## config.mk

```make
export PLATFORM = sky130hd
export DESIGN_NAME = pipeline_stall_sequencer
export DESIGN_NICKNAME = d
export VERILOG_FILES = /design/src/rtl/pipe_ctrl_pkg.sv /design/src/rtl/sat_counter.sv /design/src/rtl/pipeline_stall_sequencer.sv
export SDC_FILE = /design/constraint.sdc
export NUM_CORES = 1
export LEC_CHECK = 0
export ABC_AREA = 1
export CAP_MARGIN = 20
export CORE_UTILIZATION = 56
export DETAILED_ROUTE_END_ITERATION = 10
export PLACE_DENSITY = 0.82
export SLEW_MARGIN = 40
export SYNTH_ARGS = -nofsm -noshare
export SYNTH_HDL_FRONTEND = slang
export SYNTH_SLANG_ARGS = --single-unit
export TNS_END_PERCENT = 30
```

## constraint.sdc

```tcl
create_clock -name clock -period 6.9 [get_ports clock]
set_clock_uncertainty 0.15 [all_clocks]
set_input_delay 2.07 -clock clock [delete_from_list [all_inputs] [get_ports clock]]
set_output_delay 2.07 -clock clock [all_outputs]
set_load 0.03 [all_outputs]
```

## src/rtl/pipe_ctrl_pkg.sv

```systemverilog
// pipe_ctrl_pkg: shared state encodings and control-vector constants for the pipeline sequencer
package pipe_ctrl_pkg;
  typedef enum logic [1:0] {
    RUN      = 2'd0,
    MEM_WAIT = 2'd1,
    FLUSH    = 2'd2,
    HALTED   = 2'd3
  } state_t;
  typedef struct packed {
    logic pc_write;
    logic if_id_write;
    logic if_id_flush;
    logic id_ex_bubble;
    logic pipe_hold;
  } ctrl_t;
  localparam ctrl_t CTRL_IDLE  = '{1'b1, 1'b1, 1'b0, 1'b0, 1'b0};
  localparam ctrl_t CTRL_HALT  = '{1'b0, 1'b0, 1'b0, 1'b1, 1'b0};
  localparam ctrl_t CTRL_HOLD  = '{1'b0, 1'b0, 1'b0, 1'b0, 1'b1};
  localparam ctrl_t CTRL_FLUSH = '{1'b1, 1'b1, 1'b1, 1'b1, 1'b0};
  localparam ctrl_t CTRL_STALL = '{1'b0, 1'b0, 1'b0, 1'b1, 1'b0};
endpackage

```

## src/rtl/sat_counter.sv

```systemverilog
// sat_counter: saturating up-counter with sync clear (clock, reset async-high, clear, inc -> count[W])
module sat_counter #(
  parameter int W = 16
) (
  input  logic         clock,
  input  logic         reset,
  input  logic         clear,
  input  logic         inc,
  output logic [W-1:0] count
);
  always_ff @(posedge clock or posedge reset)
    if (reset) count <= '0;
    else if (clear) count <= '0;
    else if (inc && count != '1) count <= count + 1'b1;
endmodule

```

## src/rtl/pipeline_stall_sequencer.sv

```systemverilog
// pipeline_stall_sequencer: merges halt/memstall/flush/load-use into prioritised PC, IF/ID, ID/EX and hold controls plus stall/flush counters
module pipeline_stall_sequencer
  import pipe_ctrl_pkg::*;
#(
  parameter int FLUSH_CYCLES = 1,
  parameter int CNT_W        = 16
) (
  input  logic             clock,
  input  logic             reset,
  input  logic             load_use_hazard,
  input  logic             branch_taken,
  input  logic             jump,
  input  logic             mem_req,
  input  logic             mem_ready,
  input  logic             halt,
  input  logic             clear_counters,
  output logic             pc_write,
  output logic             if_id_write,
  output logic             if_id_flush,
  output logic             id_ex_bubble,
  output logic             pipe_hold,
  output logic [1:0]       state,
  output logic [CNT_W-1:0] stall_count,
  output logic [CNT_W-1:0] flush_count
);
  localparam logic [3:0] FLUSH_INIT = 4'(FLUSH_CYCLES - 1);
  state_t st, st_nxt;
  logic [3:0] fcnt, fcnt_nxt;
  ctrl_t c;
  logic memstall, ctrl;
  assign memstall = mem_req & ~mem_ready;
  assign ctrl = branch_taken | jump;
  always_comb begin
    c = CTRL_IDLE;
    st_nxt = RUN;
    fcnt_nxt = fcnt;
    if (st == HALTED || halt) begin
      c = CTRL_HALT;
      st_nxt = HALTED;
    end else if (memstall) begin
      c = CTRL_HOLD;
      st_nxt = MEM_WAIT;
    end else if (st == FLUSH) begin
      c = CTRL_FLUSH;
      fcnt_nxt = fcnt - 4'd1;
      st_nxt = (fcnt == 4'd1) ? RUN : FLUSH;
    end else if (ctrl) begin
      c = CTRL_FLUSH;
      fcnt_nxt = FLUSH_INIT;
      st_nxt = (FLUSH_CYCLES > 1) ? FLUSH : RUN;
    end else if (load_use_hazard) begin
      c = CTRL_STALL;
    end
  end
  always_ff @(posedge clock or posedge reset)
    if (reset) begin
      st <= RUN;
      fcnt <= '0;
    end else begin
      st <= st_nxt;
      fcnt <= fcnt_nxt;
    end
  // reset forces the pipeline to free-run so nothing stays frozen while it is held
  assign {pc_write, if_id_write, if_id_flush, id_ex_bubble, pipe_hold} = reset ? CTRL_IDLE : c;
  assign state = st;
  sat_counter #(.W(CNT_W)) u_stall_cnt (
    .clock(clock),
    .reset(reset),
    .clear(clear_counters),
    .inc  (~c.pc_write & (st != HALTED) & ~halt),
    .count(stall_count)
  );
  sat_counter #(.W(CNT_W)) u_flush_cnt (
    .clock(clock),
    .reset(reset),
    .clear(clear_counters),
    .inc  (c.if_id_flush),
    .count(flush_count)
  );
endmodule

```

==> results of run 1 <==
## cells by family (layout without fill, tap and decap cells)
| kind of cell | Yosys count | count (layout) |
|---|---|---|
| compound gates | 15 | 15 |
| xor+xnor | 14 | 14 |
| fa+ha+maj | 4 | 4 |
| buf+inv | 40 | 88 |
| flops | 38 | 38 |
| simple gates | 234 | 234 |
## area by class of cell
class	instances	share of cell area
clock buffers	7	0.02847
clock inverters	1	0.001650
inverters	32	0.03960
multi-input cells	267	0.4385
flip-flops and latches	38	0.3135
well taps	50	0.02063
repair buffers	48	0.1576
## per-layer routing
metal,track usage,part of all wire,vias up
met2,0.3860,0.44,78
li1,-,-,1205
met1,0.3679,0.49,1079
met3,0.05500,0.058,4
met4,0.06250,0.0075,0
met5,0,0,-
## path summary, 6_finish.rpt
| check | to | startpoint | slack [ns] | cells after the start |
|---|---|---|---|---|
| hold reg to reg | u_flush_cnt.count[1] | u_flush_cnt.count[1] | 0.38 | 2 |
| hold / removal | u_flush_cnt.count[1] | u_flush_cnt.count[1] | 0.38 | 2 |
| min in group asynchronous | u_stall_cnt.count[8] | reset | 2.18 | 3 |
| setup reg to reg | u_flush_cnt.count[7] | u_flush_cnt.count[0] | 4.80 | 9 |
| max in group asynchronous | u_flush_cnt.count[7] | reset | 4.09 | 3 |
| setup / recovery | if_id_flush | halt | 0.91 | 7 |
## cell usage after synthesis, types with 2 or more instances
cell type / number
xnor2_1: 4
nand2_2: 2
nor2_1: 34
buf_4: 3
nand3_1: 23
nor3_1: 2
nor2_4: 5
o21ai_0: 6
dfrtp_1: 38
nor2_2: 4
o31ai_1: 2
buf_6: 2
o21bai_1: 4
nand2_1: 131
inv_1: 31
a21oi_1: 2
ha_1: 4
clkbuf_1: 3
xor2_1: 10
nand3b_1: 5
nand4_1: 25
## critical path: cells and delay by family
kind | cells | cell delay, ns
buf+inv | 3 | 1.13
simple gates | 4 | 0.57
## power groups by stage
| stage | logic (W) | clock network [W] | registers [W] |
|---|---|---|---|
| 2_1_floorplan | 0.0000143 | 0 | 0.000227 |
| 3_3_place_gp | 0.0000234 | 0 | 0.000227 |
| 3_5_place_dp | 0.0000236 | 0 | 0.000227 |
| 4_1_cts | 0.0000235 | 0.000165 | 0.000222 |
| 5_1_grt | 0.0000257 | 0.000172 | 0.000222 |
| 6_report | 0.0000232 | 0.000158 | 0.000223 |
## flip-flops by register name, summed over array words and instances, names as in the netlist
signal and count:
fcnt 4, u_stall_cnt.count 16, state 2, u_flush_cnt.count 16
## through the flow
stage	cell area (µm²)	hold WS, ns
after global placement	2942	0.3641
after floorplan	2457	0.3411
after global routing	3033	0.4251
after detailed placement	2942	0.3750
final	3033	0.3817
after CTS	3033	0.3920
==> impl_metrics.csv, run 1 <==
group,metric,value,unit
clock_tree,cts_hold_buffers,0,
sta,slew_headroom,0.6252,
floorplan,fp.dieW,68.25,µm
logic_synthesis,ys_async_sr_fraction,1.000,
drt,wirelength,5573,µm
sta,fmaxAchievable,0.1670,GHz
logic_synthesis,synthSimpleGateAreaFrac,0.4338,
logic_synthesis,syn_inst,345,
global_route,antenna_found_initial,0,
global_route,track_usage,0.2555,
place,gp_congestion,0.8316,
critical_path,crit_arrival,3.77,ns
layout,fin_util,0.7370,
floorplan,die_area,4657,µm²
hold_path,hold_class,"register to register",
sta,finalSetupTns,0,ns
layout,layout-drive-gt1-share,0.05852,
logic_synthesis,synth.area.top_cells,"dfrtp_1 39%, nand2_1 20%, nand4_1 6.4%",
layout,final_common_cell,"nand2_1",
clock_tree,cts_max_path_buffers,2,
logic_synthesis,synth_seq_cells,38,
sta,period_share,0.8677,
power,leakagePower,1.402,nW
layout,synthToLayoutAreaGrowth,23.42,%
logic_synthesis,yosys-mux-area-fraction,0,
sta,worst_slack,0.9127,ns
layout,layout.nets,405,
logic_synthesis,synth_compound_gate_area_share,0.03717,
place,portBuffers,47,
logic_synthesis,synth.cell_area,2457,µm²
power,power.density,133.2,nW/µm²
power,swShare,0.2306,
logic_synthesis,synth_fp_nets,358,
sta,setup-violations-final,0,
logic_synthesis,yosysWarnings,0,
clock_tree,clk_pin_slew,0.07,ns
drt,wire_per_inst,12.58,µm
layout,n_antenna_cell,0,
sta,period_minus_slack,5.987,ns
critical_path,worstPathCellList,"clkdlybuf4s50_1 -> inv_1 -> nand2_1 -> nor2_2 -> nand2_1 -> nor2_1 -> clkdlybuf4s50_1",
logic_synthesis,synth_top_family_by_area,"simple AND/OR/NAND/NOR gates",
place,pre_cts_ws,0.9239,ns
clock_tree,cts_resized,0,
drt,drtIter0Drc,158,
clock_tree,clock_latency,0.29,ns
power,combPwrFrac,0.057,
global_route,grt_max_degree,39,
drt,vias,2366,
power,p_int,0.0003109,W
critical_path,crit_path_start_kind,"input port",
power,switchingPower,0.00009320,W
floorplan,pin_count,48,
power,power,0.0004041,W
critical_path,setup.worst_path.class,"input port to output port",
clock_tree,cts_tree,"yes",
floorplan,rows,23,
critical_path,worstPathMaxFanout,7,
logic_synthesis,postSynthAreaPerCell,7.123,µm²
layout,final_cell_mix,"131 x nand2_1, 47 x clkdlybuf4s50_1, 38 x dfrtp_1",
logic_synthesis,synth_edf_count,0,
power,clock_power_share,0.392,
clock_tree,postCtsSetupRepairBufs,0,
drt,viasPerCell,5.341,
logic_synthesis,synth_top_area_share,0.3870,
floorplan,die_h,68.25,µm
critical_path,critPathMaxStageDelay,0.67,ns
floorplan,start_util,0.5971,
clock_tree,htree_levels,2,
global_route,grt-ovfl-total,0,
global_route,grt_pass1_wl,8921,µm
critical_path,slowest_stage,"clkdlybuf4s50_1",
logic_synthesis,synth_top_area_cell,"dfrtp_1",
drt,ant_nets,0,
floorplan,core_area,4115,µm²
logic_synthesis,synth_cell_type_count,26,
place,dp_hpwl,3864,µm
place,dp.cells,435,
sta,rsz0062_at_grt,"false",
logic_synthesis,synth_xor_area_frac,0.04990,
clock_tree,cts-root-buf,"clkbuf_8",
sta,slew_viol_final,0,
sta,tightest_slew,0.5614,ns
sta,hold_viol,0,
critical_path,required,4.68,ns
status,status,"finished, final reports clean",
layout,fin_cells,443,
clock_tree,cts.sinks,38,
drt,drcViolationCount,0,
power,irDropWorstVdd,0.00009746,V
power,seqPwrFrac,0.551,
global_route,grt_pass1_vias,1981,
layout,multi_input_comb_area,1330,µm²
logic_synthesis,ys_seq_area_frac,0.3870,
drt,dr.pass1.iters,5,
logic_synthesis,ys.flop_type,"dfrtp_1",
run,cap_viol_max_count,0,
layout,seq_area,950.9,µm²
layout,nFillCells,341,
clock_tree,cts_buffers,5,
critical_path,end_kind,"output port",
logic_synthesis,synth_fa_ha_area_frac,0.02037,
Power figures use the tool's default switching activity.
==> inputs of run 2 (changes only) <==
--- a/config.mk
+++ b/config.mk
@@ -7,9 +7,11 @@
 export LEC_CHECK = 0
 export ABC_AREA = 1
 export CAP_MARGIN = 20
+export CORE_MARGIN = 3
 export CORE_UTILIZATION = 56
 export DETAILED_ROUTE_END_ITERATION = 10
 export PLACE_DENSITY = 0.82
+export SKIP_LAST_GASP = 1
 export SLEW_MARGIN = 40
 export SYNTH_ARGS = -nofsm -noshare
 export SYNTH_HDL_FRONTEND = slang
==> impl_metrics.csv, run 2 (synthesis results as in run 1) <==
group,metric,value,unit
clock_tree,clock_latency,0.29,ns
layout,reg_top3,"u_flush_cnt.count (16), u_stall_cnt.count (16), fcnt (4)",
critical_path,reg2reg_to,"u_flush_cnt.count[5]",
layout,layout.nets,405,
critical_path,required,4.68,ns
drt,wirelength,5839,µm
critical_path,crit_path_start_kind,"input port",
global_route,grt_pass1_wl,10240,µm
critical_path,reg2reg_from,"u_flush_cnt.count[0]",
critical_path,setup.worst_path.class,"input port to output port",
clock_tree,cts_buffers,5,
critical_path,end_kind,"output port",
sta,worst_slack,0.8898,ns
sta,slew_headroom,0.6239,
sta,period_minus_slack,6.010,ns
critical_path,r2r_cells,9,
clock_tree,cts.sinks,38,
clock_tree,cts_tree,"yes",
sta,finalSetupTns,0,ns
power,combPwrFrac,0.057,
power,seqPwrFrac,0.548,
power,p_int,0.0003109,W
power,clock_power_share,0.395,
drt,vias,2395,
power,switchingPower,0.00009531,W
hold_path,hold_class,"register to register",
clock_tree,cts_max_path_buffers,2,
layout,nFillCells,337,
place,portBuffers,47,
drt,met2_wirelength,2746,µm
place,dp_hpwl,4111,µm
drt,viasPerCell,5.406,
sta,slew_viol_final,0,
hold_path,hold_path_startpoint,"u_flush_cnt.count[1]",
floorplan,die_h,72.25,µm
drt,top_layer,"met4",
critical_path,worstPathMaxFanout,7,
layout,final_cell_mix,"131 x nand2_1, 47 x clkdlybuf4s50_1, 38 x dfrtp_1",
layout,seq_area,950.9,µm²
hold_path,min_path_cells,2,
critical_path,r2r_slack,4.76,ns
drt,dr.pass1.iters,4,
critical_path,crit_arrival,3.79,ns
sta,hold_ws,0.3925,ns
power,leakagePower,1.402,nW
status,status,"finished, final reports clean",
place,placedInstanceArea,2942,µm²
sta,tightest_slew,0.5634,ns
sta,period_share,0.8710,
hold_path,holdPathEnd,"u_flush_cnt.count[1]",
floorplan,core_area,4115,µm²
sta,hold_viol,0,
global_route,antenna_found_initial,0,
drt,met1_length,2666,µm
drt,drcViolationCount,0,
drt,wl_met3,354,µm
drt,ant_nets,0,
global_route,grt-ovfl-total,0,
sta,rsz0062_at_grt,"false",
sta,fmaxAchievable,0.1664,GHz
clock_tree,htree_levels,2,
run,cap_viol_max_count,0,
sta,setup-violations-final,0,
clock_tree,postCtsSetupRepairBufs,0,
floorplan,fp.dieW,72.25,µm
power,irDropWorstVdd,0.0001073,V
place,gp_congestion,0.8641,
layout,final_common_cell,"nand2_1",
power,swShare,0.2346,
floorplan,start_util,0.5971,
clock_tree,cts-root-buf,"clkbuf_8",
power,power,0.0004062,W
clock_tree,clk_pin_slew,0.07,ns
global_route,track_usage,0.2439,
floorplan,pin_count,48,
layout,synthToLayoutAreaGrowth,23.42,%
place,pre_cts_ws,0.8848,ns
drt,wire_per_inst,13.18,µm
floorplan,die_area,5219,µm²
layout,layout-drive-gt1-share,0.05852,
layout,n_antenna_cell,0,
global_route,grt_pass1_vias,2343,
global_route,grt_max_degree,39,
layout,multi_input_comb_area,1330,µm²
clock_tree,cts_hold_buffers,0,
drt,drtIter0Drc,177,
floorplan,rows,23,
power,power.density,133.9,nW/µm²
clock_tree,cts_resized,0,
layout,design_area,3033,µm²
[run 2: cell counts in the layout (fill, tap and decap cells not counted)]
No cell type changed its count.
[run 2: per-layer routing]
metal	global-route usage	vias to the layer above
li1	-	1198
met1	0.3301	1110
met2	0.3903	80
met3	0.04432	7
met4	0.08977	0
met5	0	-
[run 2: worst max-delay path by stage]
stage	startpoint	endpoint	cells past startpoint
global placement	halt	if_id_flush	7
global route	halt	if_id_flush	7
floorplan	reset	pc_write	3
finish	halt	if_id_flush	7
detailed placement	halt	if_id_flush	7
CTS	halt	if_id_flush	7
[run 2: final cells by class]
class,count,share of cell area
tap,50,0.02063
sequential,38,0.3135
clock buffer,7,0.02847
inverter,32,0.03960
timing repair buffer,48,0.1576
clock inverter,1,0.001650
multi-input combinational,267,0.4385
[run 2: critical path: stages]
cell	delay (ns)
clkdlybuf4s50_1	0.40
inv_1	0.05
nand2_1	0.10
nor2_2	0.15
nand2_1	0.20
nor2_1	0.14
clkdlybuf4s50_1	0.67
[run 2: through the flow]
stage	instances	util
6_report	443	0.7370
3_5_place_dp	435	0.7148
2_1_floorplan	345	-
3_3_place_gp	435	0.7148
5_1_grt	443	0.7370
4_1_cts	443	0.7370
[run 2: power by group through the flow]
stage | clock [W] | sequential (W) | combinational (W)
after detailed placement | 0 | 0.000227 | 0.0000237
after floorplan | 0 | 0.000227 | 0.0000143
final | 0.000160 | 0.000223 | 0.0000232
after global routing | 0.000173 | 0.000222 | 0.0000255
after global placement | 0 | 0.000227 | 0.0000235
after CTS | 0.000164 | 0.000222 | 0.0000238
